[config.mk]
export PLATFORM = sky130hd
export DESIGN_NAME = ghost_mode_scheduler_flat
export DESIGN_NICKNAME = d
export VERILOG_FILES = /design/src/rtl/ghost_mode_scheduler_if.sv /design/src/rtl/ghost_mode_scheduler.sv /design/src/flat_wrapper.sv
export SDC_FILE = /design/constraint.sdc
export NUM_CORES = 1
export LEC_CHECK = 0
export CORE_ASPECT_RATIO = 0.6
export CORE_MARGIN = 4
export CORE_UTILIZATION = 50
export CTS_CLUSTER_SIZE = 40
export DETAILED_ROUTE_END_ITERATION = 10
export GPL_TIMING_DRIVEN = 0
export HOLD_SLACK_MARGIN = 0.12
export PLACE_DENSITY = 0.71
export SYNTH_ARGS = -nofsm -noshare
export SYNTH_HDL_FRONTEND = slang
export SYNTH_SLANG_ARGS = --single-unit
[constraint.sdc]
create_clock -name frame_clk -period 3.1 [get_ports frame_clk]
set_input_delay 0.31 -clock frame_clk [delete_from_list [all_inputs] [get_ports frame_clk]]
set_output_delay 0.31 -clock frame_clk [all_outputs]
set_load 0.03 [all_outputs]
[src/rtl/ghost_mode_scheduler_if.sv]
// Signal bundle between game control, the ghost movers and ghost_mode_scheduler.
// Build macro GHOST_SCHED_REVERSE_EN adds the ghost_reverse pulse vector.
interface ghost_mode_scheduler_if #(
  parameter int NUM_GHOSTS = 4
);
  logic                    start_game;
  logic                    game_over;
  logic                    pellet_eaten;
  logic [NUM_GHOSTS-1:0]   ghost_eaten;
  logic [NUM_GHOSTS-1:0]   ghost_home;
  logic [NUM_GHOSTS-1:0]   ghost_release;
  logic [2*NUM_GHOSTS-1:0] ghost_mode;
  logic [NUM_GHOSTS-1:0]   ghost_eyes;
  logic                    fright_blink;
  logic                    global_phase;
  logic [1:0]              eat_score_idx;
`ifdef GHOST_SCHED_REVERSE_EN
  logic [NUM_GHOSTS-1:0]   ghost_reverse;

  modport master (
    output start_game, game_over, pellet_eaten, ghost_eaten, ghost_home,
    input  ghost_release, ghost_mode, ghost_eyes, fright_blink, global_phase,
           eat_score_idx, ghost_reverse
  );
  modport slave (
    input  start_game, game_over, pellet_eaten, ghost_eaten, ghost_home,
    output ghost_release, ghost_mode, ghost_eyes, fright_blink, global_phase,
           eat_score_idx, ghost_reverse
  );
`else
  modport master (
    output start_game, game_over, pellet_eaten, ghost_eaten, ghost_home,
    input  ghost_release, ghost_mode, ghost_eyes, fright_blink, global_phase,
           eat_score_idx
  );
  modport slave (
    input  start_game, game_over, pellet_eaten, ghost_eaten, ghost_home,
    output ghost_release, ghost_mode, ghost_eyes, fright_blink, global_phase,
           eat_score_idx
  );
`endif
endinterface

[src/rtl/ghost_mode_scheduler.sv]
// Frame-rate scheduler for ghost pen release, scatter/chase phases, fright and eyes return.
// Build macro GHOST_SCHED_REVERSE_EN adds per-ghost reversal pulses on phase change / fright.
module ghost_mode_scheduler #(
  parameter int NUM_GHOSTS     = 4,
  parameter int SCATTER_FRAMES = 420,
  parameter int CHASE_FRAMES   = 1200,
  parameter int PHASE_PAIRS    = 4,
  parameter int RELEASE_GAP    = 120,
  parameter int FRIGHT_FRAMES  = 360,
  parameter int BLINK_FRAMES   = 120
) (
  input logic                   Reset,
  input logic                   frame_clk,
  ghost_mode_scheduler_if.slave bus
);
  // state    | meaning
  // S_IDLE   | game not started, ghosts penned, counters cleared
  // S_RUN    | scatter/chase phase timer running
  // S_FRIGHT | power pellet active, phase timer paused
  typedef enum logic [1:0] {S_IDLE, S_RUN, S_FRIGHT} state_t;

  localparam int REL_MAX = (NUM_GHOSTS - 1) * RELEASE_GAP;
  localparam int REL_W   = $clog2(REL_MAX + 2);
  localparam int FR_W    = ($clog2(FRIGHT_FRAMES + 1) > 4) ? $clog2(FRIGHT_FRAMES + 1) : 4;
  localparam int PAIR_W  = $clog2(PHASE_PAIRS + 2);

  localparam logic [10:0]       SC_LAST   = 11'(SCATTER_FRAMES - 1);
  localparam logic [10:0]       CH_LAST   = 11'(CHASE_FRAMES - 1);
  localparam logic [REL_W-1:0]  REL_MAX_V = REL_W'(REL_MAX);
  localparam logic [FR_W-1:0]   FR_LOAD   = FR_W'(FRIGHT_FRAMES);
  localparam logic [FR_W-1:0]   BLINK_V   = FR_W'(BLINK_FRAMES);
  localparam logic [PAIR_W-1:0] PAIRS_V   = PAIR_W'(PHASE_PAIRS);

  localparam logic [1:0] M_PEN = 2'b00, M_SCATTER = 2'b01, M_CHASE = 2'b10, M_FRIGHT = 2'b11;

  state_t                  r_state, w_state;
  logic [10:0]             r_ph_cnt, w_ph_cnt;
  logic                    r_phase, w_phase;
  logic [PAIR_W-1:0]       r_pairs, w_pairs;
  logic [REL_W-1:0]        r_rel_cnt, w_rel_cnt;
  logic [NUM_GHOSTS-1:0]   r_release, w_release;
  logic [NUM_GHOSTS-1:0]   r_eyes, w_eyes;
  logic [NUM_GHOSTS-1:0]   r_frt, w_frt;
  logic [FR_W-1:0]         r_fr_cnt, w_fr_cnt;
  logic [1:0]              r_combo, w_combo;
  logic [1:0]              r_score, w_score;
  logic [2*NUM_GHOSTS-1:0] r_mode, w_mode;
  logic                    r_blink, w_blink;
  logic [NUM_GHOSTS-1:0]   w_eat;
  logic                    w_pellet;
  logic                    w_frz;
  int                      w_sum;

  assign w_frz = bus.game_over | ~bus.start_game;

  always_comb begin
    w_state   = r_state;
    w_ph_cnt  = r_ph_cnt;
    w_phase   = r_phase;
    w_pairs   = r_pairs;
    w_rel_cnt = r_rel_cnt;
    w_release = r_release;
    w_frt     = r_frt;
    w_fr_cnt  = r_fr_cnt;
    w_combo   = r_combo;
    w_score   = r_score;
    w_eat     = '0;
    w_pellet  = 1'b0;
    w_sum     = 0;
    w_mode    = '0;
    case (r_state)
      S_IDLE: w_state = S_RUN;
      S_RUN: begin
        // once all pairs are spent the timer stops and chase is permanent
        if (r_pairs != PAIRS_V) begin
          if (r_ph_cnt == (r_phase ? CH_LAST : SC_LAST)) begin
            w_ph_cnt = '0;
            if (!r_phase) begin
              w_phase = 1'b1;
            end else begin
              w_pairs = r_pairs + PAIR_W'(1);
              if (w_pairs != PAIRS_V) w_phase = 1'b0;
            end
          end else begin
            w_ph_cnt = r_ph_cnt + 11'd1;
          end
        end
        if (bus.pellet_eaten) begin
          w_state  = S_FRIGHT;
          w_pellet = 1'b1;
          w_fr_cnt = FR_LOAD;
          w_combo  = '0;
        end
      end
      S_FRIGHT: begin
        w_eat = bus.ghost_eaten & r_frt;
        if (|w_eat) begin
          w_sum   = int'(r_combo) + $countones(w_eat);
          w_score = r_combo;
          w_combo = (w_sum > 3) ? 2'd3 : 2'(w_sum);
        end
        w_frt = r_frt & ~w_eat;
        if (bus.pellet_eaten) begin
          w_pellet = 1'b1;
          w_fr_cnt = FR_LOAD;
          w_combo  = '0;
        end else if (r_fr_cnt == FR_W'(1)) begin
          w_state  = S_RUN;
          w_fr_cnt = '0;
          w_frt    = '0;
        end else begin
          w_fr_cnt = r_fr_cnt - FR_W'(1);
        end
      end
      default: w_state = S_IDLE;
    endcase

    if (r_state != S_IDLE && r_rel_cnt != REL_MAX_V) w_rel_cnt = r_rel_cnt + REL_W'(1);
    if (w_state != S_IDLE)
      for (int i = 0; i < NUM_GHOSTS; i++)
        if (int'(w_rel_cnt) >= i * RELEASE_GAP) w_release[i] = 1'b1;

    // an eat lands before a same-edge pellet, so the eaten ghost is not re-frightened
    w_eyes = (r_eyes & ~bus.ghost_home) | w_eat;
    if (w_pellet) w_frt = w_release & ~w_eyes;

    for (int i = 0; i < NUM_GHOSTS; i++)
      w_mode[2*i +: 2] = !w_release[i] ? M_PEN :
                         w_frt[i]      ? M_FRIGHT :
                         (w_phase ? M_CHASE : M_SCATTER);
    w_blink = (w_state == S_FRIGHT) && (w_fr_cnt <= BLINK_V) && w_fr_cnt[3];
  end

  always_ff @(posedge frame_clk or posedge Reset) begin
    if (Reset) begin
      r_state   <= S_IDLE;
      r_ph_cnt  <= '0;
      r_phase   <= 1'b0;
      r_pairs   <= '0;
      r_rel_cnt <= '0;
      r_release <= '0;
      r_eyes    <= '0;
      r_frt     <= '0;
      r_fr_cnt  <= '0;
      r_combo   <= '0;
      r_score   <= '0;
      r_mode    <= '0;
      r_blink   <= 1'b0;
    end else if (!w_frz) begin
      r_state   <= w_state;
      r_ph_cnt  <= w_ph_cnt;
      r_phase   <= w_phase;
      r_pairs   <= w_pairs;
      r_rel_cnt <= w_rel_cnt;
      r_release <= w_release;
      r_eyes    <= w_eyes;
      r_frt     <= w_frt;
      r_fr_cnt  <= w_fr_cnt;
      r_combo   <= w_combo;
      r_score   <= w_score;
      r_mode    <= w_mode;
      r_blink   <= w_blink;
    end
  end

  assign bus.ghost_release = r_release;
  assign bus.ghost_mode    = r_mode;
  assign bus.ghost_eyes    = r_eyes;
  assign bus.fright_blink  = r_blink;
  assign bus.global_phase  = r_phase;
  assign bus.eat_score_idx = r_score;

`ifdef GHOST_SCHED_REVERSE_EN
  logic [NUM_GHOSTS-1:0] r_rev;

  always_ff @(posedge frame_clk or posedge Reset) begin
    if (Reset)
      r_rev <= '0;
    else if (!w_frz)
      r_rev <= ((w_phase != r_phase) || w_pellet) ? (w_release & ~w_eyes) : '0;
  end

  assign bus.ghost_reverse = r_rev;
`endif
endmodule

[src/flat_wrapper.sv]
// flat-port wrapper written by rule: the top's interface ports become plain ports
module ghost_mode_scheduler_flat 
#(
  parameter int NUM_GHOSTS     = 4,
  parameter int SCATTER_FRAMES = 420,
  parameter int CHASE_FRAMES   = 1200,
  parameter int PHASE_PAIRS    = 4,
  parameter int RELEASE_GAP    = 120,
  parameter int FRIGHT_FRAMES  = 360,
  parameter int BLINK_FRAMES   = 120
)
  (Reset, frame_clk, bus_start_game, bus_game_over, bus_pellet_eaten, bus_ghost_eaten, bus_ghost_home, bus_ghost_release, bus_ghost_mode, bus_ghost_eyes, bus_fright_blink, bus_global_phase, bus_eat_score_idx);
  ghost_mode_scheduler_if #(.NUM_GHOSTS(NUM_GHOSTS)) bus_i ();
  input logic Reset;
  input logic frame_clk;
  input wire logic [$bits(bus_i.start_game)-1:0] bus_start_game;
  input wire logic [$bits(bus_i.game_over)-1:0] bus_game_over;
  input wire logic [$bits(bus_i.pellet_eaten)-1:0] bus_pellet_eaten;
  input wire logic [$bits(bus_i.ghost_eaten)-1:0] bus_ghost_eaten;
  input wire logic [$bits(bus_i.ghost_home)-1:0] bus_ghost_home;
  output wire logic [$bits(bus_i.ghost_release)-1:0] bus_ghost_release;
  output wire logic [$bits(bus_i.ghost_mode)-1:0] bus_ghost_mode;
  output wire logic [$bits(bus_i.ghost_eyes)-1:0] bus_ghost_eyes;
  output wire logic [$bits(bus_i.fright_blink)-1:0] bus_fright_blink;
  output wire logic [$bits(bus_i.global_phase)-1:0] bus_global_phase;
  output wire logic [$bits(bus_i.eat_score_idx)-1:0] bus_eat_score_idx;
  assign bus_i.start_game = bus_start_game;
  assign bus_i.game_over = bus_game_over;
  assign bus_i.pellet_eaten = bus_pellet_eaten;
  assign bus_i.ghost_eaten = bus_ghost_eaten;
  assign bus_i.ghost_home = bus_ghost_home;
  assign bus_ghost_release = bus_i.ghost_release;
  assign bus_ghost_mode = bus_i.ghost_mode;
  assign bus_ghost_eyes = bus_i.ghost_eyes;
  assign bus_fright_blink = bus_i.fright_blink;
  assign bus_global_phase = bus_i.global_phase;
  assign bus_eat_score_idx = bus_i.eat_score_idx;
  ghost_mode_scheduler #(.NUM_GHOSTS(NUM_GHOSTS), .SCATTER_FRAMES(SCATTER_FRAMES), .CHASE_FRAMES(CHASE_FRAMES), .PHASE_PAIRS(PHASE_PAIRS), .RELEASE_GAP(RELEASE_GAP), .FRIGHT_FRAMES(FRIGHT_FRAMES), .BLINK_FRAMES(BLINK_FRAMES)) u_core (.Reset(Reset), .frame_clk(frame_clk), .bus(bus_i));
endmodule
After elaboration in Yosys (flattened, before gate mapping)
Cells that the tools add are included.

$add $sub $neg: 8. Magnitude comparators: 5. Eq/ne operators: 10. Mux-type cells: 41. Bitwise operators: 11. Reduce and logical (&&, ||, !) cells: 13.

Operators with widths (number): 9-bit 2-to-1 mux (4); 3-bit by 32-bit adder with 32-bit output (1); 32-bit adder (1); 32-bit by 3-bit > comparator with 1-bit output (second input constant) (1); 2-bit 2-to-1 mux (16); 4-bit 2-to-1 mux (6); 11-bit 2-to-1 mux (2); 9-bit one-hot mux with 2 select lines (1); 4-bit AND (4); 4-bit NOT (3); 11-bit by 1-bit adder with 11-bit output (second input constant) (1); 11-bit == test (1); 1-bit 2-to-1 mux (10); 9-bit by 1-bit adder with 9-bit output (second input constant) (1); 9-bit by 1-bit == test with 1-bit output (second input constant) (1); 9-bit by 7-bit >= comparator with 1-bit output (second input constant) (1); 9-bit by 8-bit >= comparator with 1-bit output (second input constant) (1); 9-bit >= comparator (second input constant) (1); 9-bit by 7-bit less-or-equal comparator with 1-bit output (second input constant) (1); 9-bit != test (second input constant) (1); 9-bit by 1-bit subtractor with 9-bit output (second input constant) (1); 3-bit != test (second input constant) (2); 2-bit one-hot mux with 3 select lines (1); 3-bit AND reduction (2); other kinds (17) (24).

Register bits: 60. Bits of input ports: 13. Word-level logic and storage cells: 101.

Longest topological paths before layout
Depth after elaboration: 10. Gate-level depth with buffers: 11. Gate-level depth less buffers: 11.

Least setup slack after synthesis
Ideal clock, no wire load.

Path type: register to register. Start point: register u_core.r_fr_cnt[0]. End point: register u_core.r_blink, in the netlist u_core.bus.fright_blink. Setup time: 0.135 ns. Arrival time: 2.214 ns. Required time: 2.965 ns. Slack: 0.751 ns. Cell stages (with the launch flop): 10. Path buffers: 1. Path through: dfrtp_1 -> inv_1 -> ha_1 -> or3b_2 -> clkbuf_1 -> or4b_2 -> nand2_1 -> a21boi_0 -> nor2_1 -> o41ai_2.

Cells in the longest elaborated chain, start to end: 7. Elaborated cells between the ends (all ways): 13. Classes of those cells: add/sub: 1; order compare: 1; eq/ne: 2; mux: 7; reduce/logical: 2.

RTL lines: start, declared (line ghost_mode_scheduler.sv:44) `logic [FR_W-1:0] r_fr_cnt, w_fr_cnt;`; start signal, assigned (line ghost_mode_scheduler.sv:158) `r_fr_cnt <= w_fr_cnt;`; 9-bit by 1-bit subtractor with 9-bit output / 9-bit by 1-bit == test with 1-bit output (equally long branches) (line ghost_mode_scheduler.sv:112, ghost_mode_scheduler.sv:107); 9-bit 2-to-1 mux / 2-bit 2-to-1 mux (equally long branches) (line ghost_mode_scheduler.sv:107) `end else if (r_fr_cnt == FR_W'(1)) begin`; 9-bit 2-to-1 mux / 2-bit 2-to-1 mux (equally long branches) (line ghost_mode_scheduler.sv:103) `if (bus.pellet_eaten) begin`; 9-bit one-hot mux with 2 select lines / 2-bit one-hot mux with 3 select lines (equally long branches) (line ghost_mode_scheduler.sv:71) `case (r_state)`; 9-bit by 7-bit less-or-equal comparator with 1-bit output / 2-bit == test (equally long branches) (line ghost_mode_scheduler.sv:131) `w_blink = (w_state == S_FRIGHT) && (w_fr_cnt <= BLINK_V) && w_fr_cnt[3];`; 1-bit logical AND (line ghost_mode_scheduler.sv:131); 1-bit logical AND (*) (line ghost_mode_scheduler.sv:131); end signal, assigned (line ghost_mode_scheduler.sv:162) `r_blink <= w_blink;`; end, declared (line ghost_mode_scheduler.sv:48) `logic r_blink, w_blink;`.

Every way passes the cells marked *; elsewhere a longest branch is shown, timed or not. A chain may end at the register's enable or synchronous reset.

Worst setup path in the final report
Start point: register u_core.r_state[1]. End point: register u_core.r_mode[7], in the netlist u_core.bus.ghost_mode[7].

Cells in the longest elaborated chain, start to end: 10. Elaborated cells between the ends (all ways): 26. Classes of those cells: order compare: 1; eq/ne: 2; mux: 15; bitwise: 3; reduce/logical: 5.

RTL lines: start, declared (line ghost_mode_scheduler.sv:36) `state_t r_state, w_state;`; start signal, assigned (line ghost_mode_scheduler.sv:150) `r_state <= w_state;`; 2-bit nonzero test (line ghost_mode_scheduler.sv:118) `if (r_state != S_IDLE && r_rel_cnt != REL_MAX_V) w_rel_cnt = r_rel_cnt + REL_W'(1);`; 1-bit logical AND (line ghost_mode_scheduler.sv:118); 9-bit 2-to-1 mux (line ghost_mode_scheduler.sv:118); 9-bit >= comparator (line ghost_mode_scheduler.sv:121) `if (int'(w_rel_cnt) >= i * RELEASE_GAP) w_release[i] = 1'b1;`; 1-bit 2-to-1 mux (line ghost_mode_scheduler.sv:121); 4-bit 2-to-1 mux (line ghost_mode_scheduler.sv:119) `if (w_state != S_IDLE)`; 4-bit AND (line ghost_mode_scheduler.sv:125) `if (w_pellet) w_frt = w_release & ~w_eyes;`; 4-bit 2-to-1 mux (line ghost_mode_scheduler.sv:125); 2-bit 2-to-1 mux (line ghost_mode_scheduler.sv:129) `w_frt[i] ? M_FRIGHT :`; 2-bit 2-to-1 mux (*) (line ghost_mode_scheduler.sv:128) `w_mode[2*i +: 2] = !w_release[i] ? M_PEN :`; end signal, assigned (line ghost_mode_scheduler.sv:161) `r_mode <= w_mode;`; end, declared (line ghost_mode_scheduler.sv:47) `logic [2*NUM_GHOSTS-1:0] r_mode, w_mode;`.

Marks and branches as above.

==> flow_metrics.py <==
metrics = {
    "die": {
        "dieArea_um2": 9100,
        "io_pins": 33,
        "core_area_um2": 7330,
        "die_h_um": 75.5,
        "rows": 24,
        "die_w_um": 120,
        "start_util_pct": 51.8,
    },
    "detailed_routing": {
        "drc": 0,
        "drtPass1Iterations": 7,
        "viasPerCell": 5.90,
        "drt_iter0_markers": 318,
        "ant_nets": 0,
        "wl_per_cell_um": 17.4,
        "routed_wl_mm": 10.0,
        "num_vias": 3409,
    },
    "critical_path": {
        "cp-end-kind": "register",
        "r2r-end": "u_core.bus.ghost_mode[7]$_DFFE_PP0N_",
        "path_max_fanout": 7,
        "startpoint_type": "register",
        "rr_startpoint": "u_core.r_state[1]$_DFFE_PP0N_",
        "reg2reg_depth": 8,
        "crit_arrival_ns": 3.06,
        "critPathKind": "reg2reg",
        "worstPathRequired_ns": 3.37,
        "crit_start": "u_core.r_state[1]$_DFFE_PP0N_",
        "r2r_slack_ns": 0.32,
        "crit_end": "u_core.bus.ghost_mode[7]$_DFFE_PP0N_",
    },
    "cts": {
        "clkTransAtPathRegs_ns": 0.05,
        "cts-resized-gates": 0,
        "insertion_delay_ns": 0.33,
        "hold_buffers": 0,
        "numCtsBuffers": 9,
        "root_buffer": "clkbuf_16",
        "post-cts-setup-buffer-count": 0,
        "htree_levels": 3,
        "clock-sinks": 60,
        "cts_tree": "done",
        "clock_path_buffers": 2,
    },
    "run_status": {
        "status": "finished, final reports clean",
    },
    "synth": {
        "synth_xor_area_share_pct": 4.61,
        "yosysWarnings": 0,
        "synth_area_um2": 3800,
        "ys_ff_latch": 60,
        "synthFlopType": "dfrtp_1",
        "synth_compound_area_share_pct": 17.5,
        "yosys.area_share.simple_pct": 23.5,
        "syn_avg_cell_area_um2": 8.93,
        "synth_edf_count": 0,
        "yosysSeqAreaShare_pct": 39.6,
        "synthMuxAreaShare_pct": 2.50,
        "ys_types": 67,
        "synth_top_family_by_area": "simple AND/OR/NAND/NOR gates",
        "synth_fa_ha_area_share_pct": 6.99,
        "syn_inst": 425,
        "syn_nets": 458,
        "async_flop_share_pct": 100,
    },
    "global_routing": {
        "grt_pass1_vias": 3149,
        "track_usage_pct": 23.2,
        "grt_pass1_wl_mm": 16.3,
        "grt_antenna_before_repair": 0,
        "grt_overflow": 0,
        "grt_max_degree": 32,
    },
    "pwr": {
        "ir_worst_vdd_v": 0.000356,
        "leakagePower_nw": 1.93,
        "p_per_area_nw_per_um2": 879,
    },
    "job": {
        "max_cap_violations": 0,
    },
    "cells_and_area": {
        "diodes": 0,
        "nNetsFinal": 502,
        "fin_util_pct": 62.4,
        "drive_gt1_share_pct": 8.23,
        "syn2layout_area_growth_pct": 20.4,
        "fillers": 637,
    },
    "sta": {
        "setup_tns_ns": 0,
        "min_period_ns": 2.78,
        "max_freq_mhz": 359,
        "slew_viol_final": 0,
        "worst-slew-pin-transition_ns": 0.904,
        "clock_skew_ns": 0.00979,
        "fin_crit_sh_pct": 89.8,
        "slew_headroom_pct": 38.2,
        "rsz0062_at_grt": "false",
        "hold_viol": 0,
        "setup_viol": 0,
    },
    "place": {
        "io_buffer_count": 32,
        "finalWeightedCongestion": 0.933,
        "post-dp-hpwl_mm": 7.37,
    },
    "min_path": {
        "hp-class": "in2async",
    },
}
==> state kept, by name, summed over array words and instances, names as in the netlist <==
name,count
u_core.r_state,2
u_core.r_frt,4
u_core.r_combo,2
u_core.bus.ghost_release,4
u_core.r_pairs,3
u_core.bus.global_phase,1
u_core.r_rel_cnt,9
u_core.bus.eat_score_idx,2
u_core.bus.ghost_eyes,4
u_core.r_ph_cnt,11
u_core.bus.fright_blink,1
u_core.r_fr_cnt,9
u_core.bus.ghost_mode,8
==> cells by family after synthesis <==
| family | after synthesis |
|---|---|
| simple gates | 170 |
| compound gates | 98 |
| flops | 60 |
| buf+inv | 48 |
| xor+xnor | 20 |
| fa+ha+maj | 20 |
| mux | 9 |
==> routing by layer <==
| layer | GRT usage, % | routed length, µm |
|---|---|---|
| met4 | 7.66 | 160 |
| met1 | 33.2 | 4940 |
| met2 | 34.0 | 4170 |
| met3 | 6.90 | 776 |
| met5 | 0 | 0 |
==> cell type report <==
| class | instances | area (µm²) | area share, % |
|---|---|---|---|
| buffer | 22 | 106 | 2.33 |
| tap | 104 | 130 | 2.85 |
| clock buffer | 13 | 260 | 5.69 |
| multi-input combinational | 317 | 2090 | 45.7 |
| clock inverter | 3 | 45.0 | 0.985 |
| inverter | 26 | 97.6 | 2.13 |
| sequential | 60 | 1500 | 32.8 |
| timing repair buffer | 33 | 340 | 7.44 |
==> stage by stage <==
| stage | worst slack [ns] | hold slack [ns] | cells | instance area (µm²) | power (mW) |
|---|---|---|---|---|---|
| final | 0.316 | 0.404 | 578 | 4570 | 4.02 |
| after global routing | 0.245 | 0.476 | 578 | 4570 | 4.27 |
| after CTS | 0.354 | 0.430 | 578 | 4570 | 4.00 |
| after detailed placement | 0.385 | 0.473 | 562 | 4270 | 2.96 |
| after global placement | 0.189 | 0.466 | 561 | 4250 | 2.91 |
| after floorplan | 0.751 | 0.449 | 425 | 3800 | 2.44 |
==> critical path: stages, from the launching register on <==
cell	delay [ns]
dfrtp_1	0.44
inv_1	0.09
ha_1	0.28
nand3b_1	0.31
or4_1	0.61
a221o_1	0.38
a31oi_1	0.24
or3_1	0.19
o221a_2	0.18
==> synthesized netlist by cell type, types with 7 or more instances <==
| master | n | share of area (%) |
|---|---|---|
| nor3_1 | 12 | 1.6 |
| a211oi_1 | 8 | 1.6 |
| xnor2_1 | 13 | 3.0 |
| nor2b_1 | 10 | 1.6 |
| a21o_1 | 8 | 1.6 |
| clkbuf_1 | 14 | 1.4 |
| and2_1 | 9 | 1.5 |
| nand3_1 | 15 | 2.0 |
| o21ai_0 | 29 | 3.8 |
| dfrtp_1 | 60 | 40 |
| xor2_1 | 7 | 1.6 |
| ha_1 | 18 | 5.9 |
| nor2_1 | 28 | 2.8 |
| nand2_1 | 53 | 5.2 |
| a21oi_1 | 15 | 2.0 |
| inv_1 | 26 | 2.6 |
==> cell usage in the layout, fill, tap and decap left out, types with 3 or more instances in the layout <==
cell type / synthesis / layout
dfrtp_1: 60 / 60
nand2_1: 53 / 53
clkdlybuf4s50_1: 0 / 32
o21ai_0: 29 / 29
nor2_1: 28 / 28
inv_1: 26 / 25
ha_1: 18 / 18
clkbuf_1: 14 / 16
nand3_1: 15 / 15
a21oi_1: 15 / 15
xnor2_1: 13 / 13
nor3_1: 12 / 12
nor2b_1: 10 / 10
and2_1: 9 / 9
clkbuf_16: 0 / 9
a211oi_1: 8 / 8
a21o_1: 8 / 8
xor2_1: 7 / 7
o31ai_1: 6 / 6
or3_1: 5 / 5
nand4_1: 5 / 5
mux2i_1: 5 / 5
nor4_1: 5 / 5
buf_2: 4 / 4
mux2_2: 4 / 4
nand2b_1: 4 / 4
a31oi_1: 4 / 4
o22ai_1: 3 / 3
a221oi_1: 3 / 3
==> power breakdown <==
group | leakage [nW] | internal (mW) | switching, mW
Sequential | 0.752 | 0.988 | 0.224
Clock | 0.142 | 0.666 | 0.352
Combinational | 1.04 | 0.726 | 1.06
==> worst min-delay path by stage <==
stage,from,endpoint,slack [ns]
after detailed placement,u_core.r_combo[1]$_DFFE_PP0P_,u_core.r_combo[1]$_DFFE_PP0P_,0.47
final,Reset,u_core.r_ph_cnt[5]$_DFFE_PP0P_,0.40
after global placement,u_core.r_combo[1]$_DFFE_PP0P_,u_core.r_combo[1]$_DFFE_PP0P_,0.47
after CTS,Reset,u_core.bus.ghost_mode[2]$_DFFE_PP0N_,0.43
after floorplan,u_core.r_combo[1]$_DFFE_PP0P_,u_core.r_combo[1]$_DFFE_PP0P_,0.45
after global routing,Reset,u_core.bus.ghost_mode[2]$_DFFE_PP0N_,0.48
Power figures use the tool's default switching activity.
